File: config.mk
export PLATFORM = sky130hd
export DESIGN_NAME = load_store_unit
export DESIGN_NICKNAME = d
export VERILOG_FILES = /design/src/rtl/load_store_unit.sv
export SDC_FILE = /design/constraint.sdc
export NUM_CORES = 1
export LEC_CHECK = 0
export CORE_MARGIN = 4
export CORE_UTILIZATION = 52
export DETAILED_ROUTE_END_ITERATION = 7
export PLACE_DENSITY = 0.88
export SETUP_SLACK_MARGIN = 0.05
export SLEW_MARGIN = 10
export SYNTH_ARGS = -nofsm -noshare
export SYNTH_HDL_FRONTEND = slang
export SYNTH_SLANG_ARGS = --single-unit
File: constraint.sdc
create_clock -name CLK -period 7.38 [get_ports CLK]
set_clock_uncertainty 0.15 [all_clocks]
set_input_delay 1.476 -clock CLK [delete_from_list [all_inputs] [get_ports CLK]]
set_output_delay 1.476 -clock CLK [all_outputs]
set_load 0.05 [all_outputs]
File: src/rtl/load_store_unit.sv
// Load/store controller between the execute stage and the word-addressed
// data memory. Byte-addressed RISC-V loads and stores become whole-word
// memory accesses. Sub-word stores read the old word, merge the new bytes
// into it and write it back. Load lanes are sign- or zero-extended.
module load_store_unit #(
  parameter int SIZE = 64,
  parameter int N    = 32
) (
  input  logic                 CLK,
  input  logic                 RST_N,
  input  logic                 req,
  input  logic                 is_store,
  input  logic [2:0]           funct3,
  input  logic [SIZE-1:0]      addr,
  input  logic [SIZE-1:0]      wdata,
  output logic                 ready,
  output logic                 done,
  output logic                 err,
  output logic [SIZE-1:0]      rdata,
  output logic [$clog2(N)-1:0] MEM_ADDR,
  output logic                 MEM_WE,
  output logic [SIZE-1:0]      MEM_D_in,
  input  logic [SIZE-1:0]      MEM_D_out
);

  localparam int AW = $clog2(N);

  typedef enum logic [1:0] {IDLE, READ, WRITE, RESP} state_t;

  state_t          state, nxt;
  logic [SIZE-1:0] rdata_q;
  logic            err_q;

  // Request fields captured at accept; word_p1 holds wdata, then the merged word
  logic [AW-1:0]   idx_p1;
  logic [2:0]      off_p1;
  logic [2:0]      f3_p1;
  logic            st_p1;
  logic [SIZE-1:0] word_p1;

  logic            acc_err;

  // Address bits above the memory index only alias and are never decoded
  logic            unused_addr_hi;
  assign unused_addr_hi = ^addr[SIZE-1:3+AW];

  // Misalignment for the access size, or a funct3 with no matching instruction
  function automatic logic req_err(input logic st, input logic [2:0] f3,
                                   input logic [2:0] off);
    logic mis;
    logic ill;
    case (f3[1:0])
      2'b01:   mis = off[0];
      2'b10:   mis = |off[1:0];
      2'b11:   mis = |off;
      default: mis = 1'b0;
    endcase
    ill = st ? f3[2] : (f3 == 3'b111);
    return mis | ill;
  endfunction

  // Pull the lane at byte offset off out of a word and extend it to 64 bits
  function automatic logic [63:0] extract(input logic [63:0] word,
                                          input logic [2:0] f3,
                                          input logic [2:0] off);
    logic [63:0]        sh;
    logic signed [7:0]  b;
    logic signed [15:0] h;
    logic signed [31:0] w;
    logic signed [63:0] res;
    sh = word >> {off, 3'b000};
    b  = sh[7:0];
    h  = sh[15:0];
    w  = sh[31:0];
    case (f3)
      3'b000:  res = b;
      3'b001:  res = h;
      3'b010:  res = w;
      3'b011:  res = word;
      3'b100:  res = {56'd0, sh[7:0]};
      3'b101:  res = {48'd0, sh[15:0]};
      3'b110:  res = {32'd0, sh[31:0]};
      default: res = '0;
    endcase
    return res;
  endfunction

  // Replace the lane at byte offset off in old with the low bytes of data
  function automatic logic [63:0] merge(input logic [63:0] old,
                                        input logic [63:0] data,
                                        input logic [2:0] f3,
                                        input logic [2:0] off);
    logic [63:0] m;
    case (f3[1:0])
      2'b00:   m = 64'h0000_0000_0000_00FF;
      2'b01:   m = 64'h0000_0000_0000_FFFF;
      2'b10:   m = 64'h0000_0000_FFFF_FFFF;
      default: m = '1;
    endcase
    m = m << {off, 3'b000};
    return (old & ~m) | ((data << {off, 3'b000}) & m);
  endfunction

  assign acc_err = req_err(is_store, funct3, addr[2:0]);
  assign rdata   = rdata_q;
  assign err     = err_q;

  // Next-state and memory/handshake outputs; memory signals idle at zero
  always_comb begin
    nxt      = state;
    ready    = 1'b0;
    done     = 1'b0;
    MEM_WE   = 1'b0;
    MEM_ADDR = '0;
    MEM_D_in = '0;
    case (state)
      IDLE: begin
        ready = 1'b1;
        if (req) begin
          if (acc_err)                            nxt = RESP;
          else if (is_store && funct3 == 3'b011)  nxt = WRITE;
          else                                    nxt = READ;
        end
      end
      READ: begin
        MEM_ADDR = idx_p1;
        nxt      = st_p1 ? WRITE : RESP;
      end
      WRITE: begin
        MEM_ADDR = idx_p1;
        MEM_WE   = 1'b1;
        MEM_D_in = word_p1;
        nxt      = RESP;
      end
      RESP: begin
        done = 1'b1;
        nxt  = IDLE;
      end
      default: nxt = IDLE;
    endcase
  end

  // State and response registers; rdata/err live only for the RESP cycle
  always_ff @(posedge CLK or negedge RST_N) begin
    if (!RST_N) begin
      state   <= IDLE;
      rdata_q <= '0;
      err_q   <= 1'b0;
    end else begin
      state <= nxt;
      case (state)
        IDLE:    if (req && acc_err) err_q <= 1'b1;
        READ:    if (!st_p1) rdata_q <= extract(MEM_D_out, f3_p1, off_p1);
        RESP: begin
          rdata_q <= '0;
          err_q   <= 1'b0;
        end
        default: ;
      endcase
    end
  end

  // Request capture at accept, then read-modify-write merge in READ
  always_ff @(posedge CLK) begin
    if (state == IDLE && req) begin
      idx_p1  <= addr[3+AW-1:3];
      off_p1  <= addr[2:0];
      f3_p1   <= funct3;
      st_p1   <= is_store;
      word_p1 <= wdata;
    end else if (state == READ && st_p1) begin
      word_p1 <= merge(MEM_D_out, word_p1, f3_p1, off_p1);
    end
  end

endmodule

==> run_summary.xml, run 1 <==
<?xml version="1.0" encoding="UTF-8"?>
<metrics>
  <group name="run_status">
    <metric name="run_status" unit="">complete, no violations</metric>
  </group>
  <group name="worst_setup_path">
    <metric name="critical_path_peak_fanout" unit="">37</metric>
    <metric name="worst_setup_path_start_kind" unit="">register</metric>
    <metric name="timing.critical_path.slowest_stage_cell" unit="">sky130_fd_sc_hd__clkdlybuf4s50_1</metric>
    <metric name="data_arrival_time_of_the_worst_path" unit="ns">3.18</metric>
    <metric name="crit_path_cell_trace" unit="">inv_1 -&gt; ha_1 -&gt; buf_4 -&gt; and2_1 -&gt; clkdlybuf4s50_1</metric>
    <metric name="regToRegStartpoint" unit="">off_p1[0]</metric>
    <metric name="critical_path_required" unit="ns">5.75</metric>
    <metric name="cpPeakStageDelay" unit="ns">0.81</metric>
    <metric name="path_class" unit="">reg2out</metric>
    <metric name="setup.worst_path.start" unit="">state[0]</metric>
    <metric name="end_kind" unit="">output pin</metric>
  </group>
  <group name="pwr">
    <metric name="switching_share" unit="">0.488</metric>
    <metric name="p_leak" unit="nW">5.24</metric>
    <metric name="netSwitchingPower" unit="W">0.00267</metric>
    <metric name="power_density" unit="nW/um^2">388</metric>
    <metric name="power_frac_comb" unit="">0.569</metric>
    <metric name="pwr-share-clk" unit="">0.165</metric>
    <metric name="total_power" unit="W">0.00547</metric>
    <metric name="p_int" unit="W">0.00280</metric>
    <metric name="seq_power_share" unit="">0.266</metric>
    <metric name="max-vdd-ir-drop" unit="mV">0.267</metric>
  </group>
  <group name="timing">
    <metric name="max_freq" unit="GHz">0.208</metric>
    <metric name="timing.final.setup_violations" unit="">0</metric>
    <metric name="final.setup.tns" unit="ns">0</metric>
    <metric name="grt_setup_unrepaired" unit="">no</metric>
    <metric name="hold_viol_final" unit="">0</metric>
    <metric name="period_minus_slack" unit="ns">4.81</metric>
    <metric name="max_slew_headroom" unit="">0.233</metric>
    <metric name="worstMarginPinSlew" unit="ns">1.14</metric>
    <metric name="min_period_over_period" unit="">0.651</metric>
    <metric name="maxSlewViolCount" unit="">0</metric>
  </group>
  <group name="global_routing">
    <metric name="maximum_number_of_pins_on_one_net_before_global_route_repair" unit="">159</metric>
    <metric name="initial_antenna_violation_count" unit="">0</metric>
    <metric name="grt_pass1_wl" unit="um">62200</metric>
    <metric name="residual_overflow_from_global_routing" unit="">0</metric>
    <metric name="grt_pass1_vias" unit="">10500</metric>
    <metric name="globalRouteTotalUtil" unit="">0.360</metric>
  </group>
  <group name="floorplan">
    <metric name="fp.dieArea" unit="um^2">22900</metric>
    <metric name="core-area" unit="um^2">20200</metric>
    <metric name="pin_count" unit="">336</metric>
    <metric name="die_w" unit="um">151</metric>
    <metric name="die_y" unit="um">151</metric>
    <metric name="initial_utilization" unit="">0.529</metric>
    <metric name="rows" unit="">52</metric>
  </group>
  <group name="synthesis">
    <metric name="synth_cell_types" unit="">56</metric>
    <metric name="yosysWarnings" unit="">0</metric>
    <metric name="async_flop_share" unit="">0.469</metric>
    <metric name="synthFlopType" unit="">sky130_fd_sc_hd__edfxtp_1</metric>
    <metric name="ys_ff_latch" unit="">143</metric>
    <metric name="synthDominantAreaCellType" unit="">sky130_fd_sc_hd__edfxtp_1</metric>
    <metric name="synth.most_common_cell" unit="">sky130_fd_sc_hd__a21oi_1</metric>
    <metric name="mappedNetlistNets" unit="">1347</metric>
    <metric name="netlist_area" unit="um^2">10700</metric>
    <metric name="ys_top_cells_by_area" unit="">sky130_fd_sc_hd__edfxtp_1, sky130_fd_sc_hd__dfrtp_1, sky130_fd_sc_hd__mux2i_1</metric>
    <metric name="synthCells" unit="">1144</metric>
    <metric name="synth_edf_count" unit="">76</metric>
    <metric name="synth.top_cells.by_count" unit="">sky130_fd_sc_hd__a21oi_1, sky130_fd_sc_hd__mux2i_1, sky130_fd_sc_hd__nand2_1</metric>
    <metric name="syn-mean-instance-area" unit="um^2">9.35</metric>
    <metric name="synth_top_cell_area_share" unit="">0.213</metric>
    <metric name="yosysSeqAreaShare" unit="">0.370</metric>
  </group>
  <group name="clock_tree">
    <metric name="cts.path.max_buffers" unit="">2</metric>
    <metric name="path_clk_slew" unit="ns">0.06</metric>
    <metric name="htree_num_levels" unit="">4</metric>
    <metric name="cts.repair_timing.setup_buffer_count" unit="">0</metric>
    <metric name="numCtsBuffers" unit="">17</metric>
    <metric name="clockRootBuffer" unit="">sky130_fd_sc_hd__clkbuf_16</metric>
    <metric name="cts_hold_buffers" unit="">0</metric>
    <metric name="cts_repair_resize_count" unit="">0</metric>
    <metric name="clock_sink_count" unit="">143</metric>
    <metric name="clock_tree_from_tritoncts" unit="">done</metric>
    <metric name="worst_skew_pair_later_pin_latency" unit="ns">0.42</metric>
  </group>
  <group name="finish">
    <metric name="finalNetCount" unit="">1552</metric>
    <metric name="post_route_cells_drive_above_1_share" unit="">0.114</metric>
    <metric name="post-route-util" unit="">0.697</metric>
    <metric name="areaGrowthSynthToFinish" unit="%">31.9</metric>
  </group>
  <group name="place">
    <metric name="hpwl" unit="um">29500</metric>
    <metric name="placement.io_buffers" unit="">279</metric>
    <metric name="gpl.final_weighted_congestion" unit="">1.02</metric>
  </group>
  <group name="route">
    <metric name="via_per_inst" unit="">6.68</metric>
    <metric name="detail_route.drc_violations" unit="">0</metric>
    <metric name="detailroute.via_count" unit="">10900</metric>
    <metric name="firstDrtPassIters" unit="">7</metric>
    <metric name="drtIter0Drc" unit="">1716</metric>
    <metric name="wl_per_cell" unit="um">25.6</metric>
    <metric name="drtAntennaViolNets" unit="">0</metric>
    <metric name="route.final.wire_length" unit="um">41800</metric>
  </group>
  <group name="worst_hold_path">
    <metric name="hp-start" unit="">rdata[12]</metric>
    <metric name="worstHoldPathType" unit="">reg2reg</metric>
  </group>
  <group name="job">
    <metric name="max-cap-violations" unit="">0</metric>
  </group>
</metrics>
## stage by stage
step	setup WS [ns]	std cells	cell area [um^2]	hold slack [ns]
6_report	2.57	1633	14100	0.353
3_3_place_gp	3.07	1600	13500	0.330
4_1_cts	2.56	1632	14100	0.356
2_1_floorplan	3.81	1144	10700	0.454
5_1_grt	2.36	1632	14100	0.383
3_5_place_dp	3.02	1600	13500	0.338
## cell families (layout without fill, tap and decap cells)
family | Yosys count | count (layout) | synth area share
compound gates | 441 | 441 | 0.277
fa+ha+maj | 4 | 4 | 0.00468
flops | 143 | 143 | 0.370
simple gates | 289 | 289 | 0.134
other cells | 0 | 1 | 0
buf+inv | 119 | 337 | 0.0510
mux | 148 | 148 | 0.163
## cell type report
cell class                      instances  area [um^2]
Multi-Input combinational cell        882         6220
Fill cell                            1493         6130
Inverter                                9         33.8
Antenna cell                            1         2.50
Tap cell                              270          338
Timing Repair Buffer                  296         2930
Sequential cell                       143         3960
Clock buffer                           23          532
Clock inverter                          9         90.1
## power groups by stage
stage | logic [W] | clock network (W) | registers (W)
after floorplan | 0.00185 | 0 | 0.00165
after global placement | 0.00303 | 0 | 0.00144
after detailed placement | 0.00307 | 0 | 0.00145
after CTS | 0.00309 | 0.000907 | 0.00144
after global routing | 0.00329 | 0.000941 | 0.00147
final | 0.00312 | 0.000902 | 0.00145
## worst max-delay path, delay by kind of cell, from the launching register on
family / cells / cell delay (ns)
adder cells (fa/ha/maj): 1 / 0.79
AND/OR/NAND/NOR: 1 / 0.22
flip-flops: 1 / 0.41
buffers and inverters: 3 / 1.33
## cell usage in the layout (no fill, tap or decap), types with 3 or more instances in the layout
cell,netlist,routed
sky130_fd_sc_hd__o211ai_1,5,5
sky130_fd_sc_hd__mux4_2,17,17
sky130_fd_sc_hd__o2bb2ai_1,5,5
sky130_fd_sc_hd__a221oi_1,15,15
sky130_fd_sc_hd__inv_1,7,6
sky130_fd_sc_hd__buf_4,10,16
sky130_fd_sc_hd__a222oi_1,9,9
sky130_fd_sc_hd__mux2i_1,91,91
sky130_fd_sc_hd__a22oi_1,49,49
sky130_fd_sc_hd__o21a_1,15,15
sky130_fd_sc_hd__a21oi_2,31,31
sky130_fd_sc_hd__a21o_1,10,10
sky130_fd_sc_hd__dfrtp_1,67,67
sky130_fd_sc_hd__clkbuf_16,0,20
sky130_fd_sc_hd__edfxtp_1,76,76
sky130_fd_sc_hd__nand2_1,86,86
sky130_fd_sc_hd__o21ai_0,74,74
sky130_fd_sc_hd__a221o_1,13,13
sky130_fd_sc_hd__mux2_2,40,40
sky130_fd_sc_hd__nor3_1,11,9
sky130_fd_sc_hd__o211ai_2,4,4
sky130_fd_sc_hd__a211oi_1,41,41
sky130_fd_sc_hd__a21oi_1,124,123
sky130_fd_sc_hd__nor2b_1,18,18
sky130_fd_sc_hd__clkdlybuf4s50_1,0,278
sky130_fd_sc_hd__nor2_1,72,72
sky130_fd_sc_hd__o21ai_1,3,3
sky130_fd_sc_hd__ha_1,4,4
sky130_fd_sc_hd__and2_1,77,77
sky130_fd_sc_hd__a31oi_1,8,8
sky130_fd_sc_hd__nand2b_1,11,11
sky130_fd_sc_hd__o22ai_1,13,13
sky130_fd_sc_hd__a22o_1,11,11
## layer usage
metal / wire (um) / track usage
met5: 0 / 0
met4: 2790 / 0.191
met3: 5410 / 0.110
met1: 14900 / 0.459
met2: 18600 / 0.551
## worst paths after layout
kind / end / slack (ns) / cells past startpoint
min reg2reg: rdata[12] / 0.35 / 2
max reg2reg: word_p1[33] / 3.65 / 6
max: MEM_D_in[16] / 2.57 / 5
min in group asynchronous: rdata[7] / 1.10 / 2
min: rdata[12] / 0.35 / 2
max in group asynchronous: rdata[60] / 5.40 / 2
(Power assumes the default switching activity.)
==> inputs of run 2 (changes only) <==
--- a/config.mk
+++ b/config.mk
@@ -6,9 +6,9 @@
 export NUM_CORES = 1
 export LEC_CHECK = 0
 export CORE_MARGIN = 4
-export CORE_UTILIZATION = 52
+export CORE_UTILIZATION = 48
 export DETAILED_ROUTE_END_ITERATION = 7
-export PLACE_DENSITY = 0.88
+export PLACE_DENSITY = 0.82
 export SETUP_SLACK_MARGIN = 0.05
 export SLEW_MARGIN = 10
 export SYNTH_ARGS = -nofsm -noshare
==> constraint.sdc (replaced) <==
create_clock -name CLK -period 4.6 [get_ports CLK]
set_clock_uncertainty 0.15 [all_clocks]
set_input_delay 0.92 -clock CLK [delete_from_list [all_inputs] [get_ports CLK]]
set_output_delay 0.92 -clock CLK [all_outputs]
set_load 0.05 [all_outputs]
==> run_summary.xml, run 2 (synthesis results as in run 1) <==
<?xml version="1.0" encoding="UTF-8"?>
<metrics>
  <group name="clock_tree">
    <metric name="cts_hold_buffers" unit="">0</metric>
    <metric name="numCtsBuffers" unit="">17</metric>
    <metric name="cts_repair_resize_count" unit="">0</metric>
    <metric name="clockRootBuffer" unit="">sky130_fd_sc_hd__clkbuf_16</metric>
    <metric name="cts.path.max_buffers" unit="">2</metric>
    <metric name="clock_tree_from_tritoncts" unit="">done</metric>
    <metric name="clock_sink_count" unit="">143</metric>
    <metric name="cts.repair_timing.setup_buffer_count" unit="">0</metric>
    <metric name="worst_skew_pair_later_pin_latency" unit="ns">0.43</metric>
    <metric name="htree_num_levels" unit="">4</metric>
    <metric name="path_clk_slew" unit="ns">0.06</metric>
  </group>
  <group name="worst_setup_path">
    <metric name="critical_path_required" unit="ns">3.53</metric>
    <metric name="r2r_slack" unit="ns">1.08</metric>
    <metric name="worst_r2r_path_cells" unit="">6</metric>
    <metric name="timing.critical_path.slowest_stage_cell" unit="">sky130_fd_sc_hd__clkdlybuf4s50_1</metric>
    <metric name="data_arrival_time_of_the_worst_path" unit="ns">2.63</metric>
    <metric name="worst_setup_path_start_kind" unit="">register</metric>
    <metric name="crit_buf_inv" unit="">3</metric>
    <metric name="critical_path_peak_fanout" unit="">66</metric>
    <metric name="critical_path.reg2reg.endpoint" unit="">rdata[23]</metric>
    <metric name="end_kind" unit="">output pin</metric>
    <metric name="regToRegStartpoint" unit="">off_p1[1]</metric>
    <metric name="critPathTopFamily" unit="">buffers and inverters</metric>
    <metric name="path_class" unit="">reg2out</metric>
    <metric name="crit_path_cell_trace" unit="">inv_1 -&gt; ha_1 -&gt; buf_4 -&gt; and2_1 -&gt; clkdlybuf4s50_1</metric>
    <metric name="cpPeakStageDelay" unit="ns">0.82</metric>
    <metric name="cp.depth" unit="">5</metric>
  </group>
  <group name="timing">
    <metric name="max_freq" unit="GHz">0.270</metric>
    <metric name="maxSlewViolCount" unit="">0</metric>
    <metric name="worstMarginPinSlew" unit="ns">1.16</metric>
    <metric name="grt_setup_unrepaired" unit="">no</metric>
    <metric name="period_minus_slack" unit="ns">3.70</metric>
    <metric name="timing.final.setup_violations" unit="">0</metric>
    <metric name="max_slew_headroom" unit="">0.226</metric>
    <metric name="min_period_over_period" unit="">0.805</metric>
    <metric name="hold_viol_final" unit="">0</metric>
    <metric name="final.setup.tns" unit="ns">0</metric>
  </group>
  <group name="floorplan">
    <metric name="pin_count" unit="">336</metric>
    <metric name="die_y" unit="um">157</metric>
    <metric name="fp.dieArea" unit="um^2">24700</metric>
    <metric name="rows" unit="">54</metric>
    <metric name="initial_utilization" unit="">0.489</metric>
    <metric name="die_w" unit="um">157</metric>
    <metric name="core-area" unit="um^2">21900</metric>
  </group>
  <group name="route">
    <metric name="via_per_inst" unit="">6.65</metric>
    <metric name="route.top_layer_used" unit="">met4</metric>
    <metric name="met1_wire_length" unit="um">15800</metric>
    <metric name="wl_per_cell" unit="um">26.2</metric>
    <metric name="routed-wl-met2" unit="um">19900</metric>
    <metric name="routed-wl-met3" unit="um">5510</metric>
    <metric name="detailroute.via_count" unit="">11000</metric>
    <metric name="drtAntennaViolNets" unit="">0</metric>
    <metric name="firstDrtPassIters" unit="">7</metric>
    <metric name="drtIter0Drc" unit="">1468</metric>
    <metric name="route.final.wire_length" unit="um">43200</metric>
    <metric name="detail_route.drc_violations" unit="">0</metric>
  </group>
  <group name="global_routing">
    <metric name="initial_antenna_violation_count" unit="">0</metric>
    <metric name="grt_pass1_vias" unit="">10500</metric>
    <metric name="globalRouteTotalUtil" unit="">0.338</metric>
    <metric name="residual_overflow_from_global_routing" unit="">0</metric>
    <metric name="grt_pass1_wl" unit="um">63100</metric>
    <metric name="maximum_number_of_pins_on_one_net_before_global_route_repair" unit="">123</metric>
  </group>
  <group name="worst_hold_path">
    <metric name="hp-start" unit="">rdata[18]</metric>
    <metric name="worstHoldPathType" unit="">reg2reg</metric>
    <metric name="min_delay_path_depth" unit="">2</metric>
    <metric name="whs_endpoint" unit="">rdata[18]</metric>
  </group>
  <group name="place">
    <metric name="placement.io_buffers" unit="">279</metric>
    <metric name="hpwl" unit="um">30800</metric>
    <metric name="place_area" unit="um^2">13500</metric>
    <metric name="gpl.final_weighted_congestion" unit="">1.00</metric>
  </group>
  <group name="pwr">
    <metric name="power_density" unit="nW/um^2">625</metric>
    <metric name="p_leak" unit="nW">5.28</metric>
    <metric name="p_int" unit="W">0.00452</metric>
    <metric name="netSwitchingPower" unit="W">0.00434</metric>
    <metric name="pwr-share-clk" unit="">0.168</metric>
    <metric name="max-vdd-ir-drop" unit="mV">0.540</metric>
    <metric name="switching_share" unit="">0.489</metric>
    <metric name="power_frac_comb" unit="">0.568</metric>
    <metric name="seq_power_share" unit="">0.264</metric>
  </group>
  <group name="finish">
    <metric name="layout.cells.most_common" unit="">sky130_fd_sc_hd__clkdlybuf4s50_1</metric>
    <metric name="areaGrowthSynthToFinish" unit="%">32.6</metric>
    <metric name="antenna_cells" unit="">0</metric>
    <metric name="post_route_cells_drive_above_1_share" unit="">0.117</metric>
    <metric name="finalNetCount" unit="">1558</metric>
    <metric name="post-route-cell-area" unit="um^2">14200</metric>
    <metric name="layout_common_cells" unit="">sky130_fd_sc_hd__clkdlybuf4s50_1, sky130_fd_sc_hd__a21oi_1, sky130_fd_sc_hd__mux2i_1, sky130_fd_sc_hd__nand2_1, sky130_fd_sc_hd__and2_1</metric>
  </group>
  <group name="run_status">
    <metric name="run_status" unit="">complete, no violations</metric>
  </group>
  <group name="job">
    <metric name="max-cap-violations" unit="">0</metric>
  </group>
</metrics>
-- run 2: power groups by stage --
stage          registers, W  logic [W]  clock network, W
2_1_floorplan       0.00264    0.00297                 0
3_3_place_gp        0.00233    0.00489                 0
3_5_place_dp        0.00234    0.00496                 0
4_1_cts             0.00232    0.00499           0.00148
5_1_grt             0.00237    0.00529           0.00153
6_report            0.00234    0.00503           0.00149
-- run 2: area by class of cell --
class / count / area, um^2
fill: 1843 / 7710
multi-input combinational: 882 / 6220
sequential: 143 / 3960
timing repair buffer: 302 / 2990
clock buffer: 24 / 546
tap: 280 / 350
clock inverter: 8 / 87.6
inverter: 9 / 33.8
-- run 2: worst min-delay path: stages, from the launching register on --
cell and delay, ns:
sky130_fd_sc_hd__dfrtp_1 0.34, sky130_fd_sc_hd__a21oi_1 0.06, sky130_fd_sc_hd__o21ai_0 0.06
-- run 2: metrics by stage --
stage               hold slack [ns]  setup WS, ns  cells  power, W   util
finish                        0.350         0.899   1648   0.00886  0.648
global route                  0.385         0.748   1648   0.00920  0.648
CTS                           0.352         0.907   1648   0.00879  0.648
detailed placement            0.339         0.885   1616   0.00730  0.619
global placement              0.327         0.931   1616   0.00722  0.619
floorplan                     0.454          1.43   1144   0.00561      -
-- run 2: worst max path at each step --
stage             startpoint            to
6_report            state[0]  MEM_D_in[40]
2_1_floorplan       state[0]    word_p1[0]
4_1_cts             state[0]  MEM_D_in[28]
5_1_grt             state[0]  MEM_D_in[40]
3_5_place_dp   MEM_D_out[47]     rdata[62]
3_3_place_gp   MEM_D_out[47]     rdata[62]
-- run 2: layer usage --
layer  track usage  vias up
met1         0.440     5263
li1              -     4745
met3        0.0907      137
met2         0.530      822
met5             0        -
met4         0.153        0
==> inputs of run 3 (changes only) <==
==> constraint.sdc (replaced) <==
create_clock -name CLK -period 3.73 [get_ports CLK]
set_clock_uncertainty 0.15 [all_clocks]
set_input_delay 0.746 -clock CLK [delete_from_list [all_inputs] [get_ports CLK]]
set_output_delay 0.746 -clock CLK [all_outputs]
set_load 0.05 [all_outputs]
==> run_summary.xml, run 3 (synthesis results as in run 1) <==
<?xml version="1.0" encoding="UTF-8"?>
<metrics>
  <group name="route">
    <metric name="routed-wl-met2" unit="um">19700</metric>
    <metric name="detailroute.via_count" unit="">11000</metric>
    <metric name="routed-wl-met3" unit="um">5240</metric>
    <metric name="route.top_layer_used" unit="">met5</metric>
    <metric name="detail_route.drc_violations" unit="">0</metric>
    <metric name="via_per_inst" unit="">6.58</metric>
    <metric name="wl_per_cell" unit="um">25.8</metric>
    <metric name="drtIter0Drc" unit="">1610</metric>
    <metric name="drtAntennaViolNets" unit="">0</metric>
    <metric name="met1_wire_length" unit="um">15600</metric>
    <metric name="firstDrtPassIters" unit="">6</metric>
    <metric name="route.final.wire_length" unit="um">43000</metric>
  </group>
  <group name="clock_tree">
    <metric name="clockRootBuffer" unit="">sky130_fd_sc_hd__clkbuf_16</metric>
    <metric name="cts_repair_resize_count" unit="">0</metric>
    <metric name="cts_hold_buffers" unit="">0</metric>
    <metric name="cts.path.max_buffers" unit="">2</metric>
    <metric name="path_clk_slew" unit="ns">0.06</metric>
    <metric name="htree_num_levels" unit="">4</metric>
    <metric name="clock_sink_count" unit="">143</metric>
    <metric name="cts.repair_timing.setup_buffer_count" unit="">0</metric>
    <metric name="worst_skew_pair_later_pin_latency" unit="ns">0.43</metric>
    <metric name="numCtsBuffers" unit="">17</metric>
    <metric name="clock_tree_from_tritoncts" unit="">done</metric>
  </group>
  <group name="global_routing">
    <metric name="maximum_number_of_pins_on_one_net_before_global_route_repair" unit="">98</metric>
    <metric name="grt_pass1_vias" unit="">10400</metric>
    <metric name="grt_pass1_wl" unit="um">62800</metric>
    <metric name="residual_overflow_from_global_routing" unit="">0</metric>
    <metric name="globalRouteTotalUtil" unit="">0.335</metric>
    <metric name="initial_antenna_violation_count" unit="">2</metric>
  </group>
  <group name="floorplan">
    <metric name="pin_count" unit="">336</metric>
    <metric name="fp.dieArea" unit="um^2">24700</metric>
    <metric name="die_y" unit="um">157</metric>
    <metric name="initial_utilization" unit="">0.489</metric>
    <metric name="core-area" unit="um^2">21900</metric>
    <metric name="rows" unit="">54</metric>
    <metric name="die_w" unit="um">157</metric>
  </group>
  <group name="pwr">
    <metric name="power_density" unit="nW/um^2">767</metric>
    <metric name="p_leak" unit="nW">5.60</metric>
    <metric name="max-vdd-ir-drop" unit="mV">0.553</metric>
  </group>
  <group name="worst_setup_path">
    <metric name="r2r_slack" unit="ns">0.66</metric>
    <metric name="data_arrival_time_of_the_worst_path" unit="ns">2.28</metric>
    <metric name="end_kind" unit="">output pin</metric>
    <metric name="path_class" unit="">reg2out</metric>
    <metric name="worst_setup_path_start_kind" unit="">register</metric>
    <metric name="critical_path_peak_fanout" unit="">6</metric>
    <metric name="critical_path_required" unit="ns">2.83</metric>
    <metric name="worst_r2r_path_cells" unit="">5</metric>
    <metric name="regToRegStartpoint" unit="">f3_p1[0]</metric>
  </group>
  <group name="place">
    <metric name="hpwl" unit="um">31400</metric>
    <metric name="gpl.final_weighted_congestion" unit="">1.02</metric>
    <metric name="placement.io_buffers" unit="">279</metric>
  </group>
  <group name="finish">
    <metric name="post-route-util" unit="">0.666</metric>
    <metric name="fill_cells" unit="">1744</metric>
    <metric name="finalNetCount" unit="">1578</metric>
    <metric name="multi_input_combinational_cell_area" unit="um^2">6220</metric>
    <metric name="post_route_cells_drive_above_1_share" unit="">0.176</metric>
    <metric name="areaGrowthSynthToFinish" unit="%">36.3</metric>
    <metric name="layout_common_cells" unit="">sky130_fd_sc_hd__clkdlybuf4s50_1, sky130_fd_sc_hd__a21oi_1, sky130_fd_sc_hd__mux2i_1, sky130_fd_sc_hd__nand2_1, sky130_fd_sc_hd__and2_1</metric>
    <metric name="layout.cells.most_common" unit="">sky130_fd_sc_hd__clkdlybuf4s50_1</metric>
    <metric name="final-seq-area" unit="um^2">3960</metric>
  </group>
  <group name="worst_hold_path">
    <metric name="worstHoldPathType" unit="">in2async</metric>
  </group>
  <group name="job">
    <metric name="max-cap-violations" unit="">0</metric>
  </group>
  <group name="timing">
    <metric name="grt_setup_unrepaired" unit="">no</metric>
    <metric name="min_period_over_period" unit="">0.851</metric>
    <metric name="maxSlewViolCount" unit="">0</metric>
    <metric name="period_minus_slack" unit="ns">3.17</metric>
    <metric name="final.setup.tns" unit="ns">0</metric>
    <metric name="max_slew_headroom" unit="">0.177</metric>
    <metric name="hold_viol_final" unit="">0</metric>
    <metric name="worstMarginPinSlew" unit="ns">1.23</metric>
    <metric name="timing.final.setup_violations" unit="">0</metric>
    <metric name="max_freq" unit="GHz">0.315</metric>
  </group>
  <group name="run_status">
    <metric name="run_status" unit="">complete, no violations</metric>
  </group>
</metrics>
run 3: changes by cell type in the layout (fill, tap and decap cells not counted), sizes merged:
cell / delta
buf: +85
diode: +1
clkdlybuf4s50: -65
clkinvlp: -1
inv: +3
clkbuf: -2
run 3: critical path: stages, from the launching register on:
cell and delay (ns):
sky130_fd_sc_hd__dfrtp_1 0.41, sky130_fd_sc_hd__inv_1 0.09, sky130_fd_sc_hd__ha_1 0.38, sky130_fd_sc_hd__and2_1 0.16
sky130_fd_sc_hd__clkdlybuf4s50_1 0.81
run 3: worst max path at each step:
stage                       start           to  slack, ns  depth (start not counted)
floorplan                state[0]   word_p1[0]       0.56                          7
global placement    MEM_D_out[47]    rdata[62]       0.46                          7
detailed placement  MEM_D_out[47]    rdata[62]       0.37                          7
CTS                      state[0]  MEM_ADDR[1]       0.55                          4
global route             state[0]  MEM_ADDR[1]       0.47                          4
finish                   state[0]  MEM_ADDR[1]       0.56                          4
run 3: layer usage:
| metal | vias to the layer above | global-route usage |
|---|---|---|
| met2 | 823 | 0.533 |
| met5 | - | 0 |
| li1 | 4796 | - |
| met4 | 2 | 0.158 |
| met3 | 159 | 0.0872 |
| met1 | 5194 | 0.427 |
run 3: final cells by class:
type	instances	share of cell area
well taps	280	0.0240
clock inverters	10	0.00644
diodes	1	0.000172
clock buffers	22	0.0341
multi-input cells	882	0.427
repair buffers	322	0.235
inverters	9	0.00232
flip-flops and latches	143	0.272
run 3: metrics by stage:
step	worst slack [ns]	cells	power (W)	area, um^2	hold WS [ns]
final	0.555	1669	0.0112	14600	0.258
after global routing	0.469	1668	0.0116	14600	0.312
after CTS	0.546	1668	0.0111	14600	0.284
after detailed placement	0.369	1636	0.00936	14000	0.333
after global placement	0.460	1636	0.00928	14000	0.327
after floorplan	0.560	1144	0.00692	10700	0.300
run 3: report_power, final:
| part | internal (W) | switching (W) | leakage [nW] | total, W |
|---|---|---|---|---|
| Combinational | 0.00241 | 0.00416 | 3.67 | 0.00657 |
| Sequential | 0.00235 | 0.000512 | 1.63 | 0.00286 |
| Clock | 0.00102 | 0.000723 | 0.297 | 0.00175 |
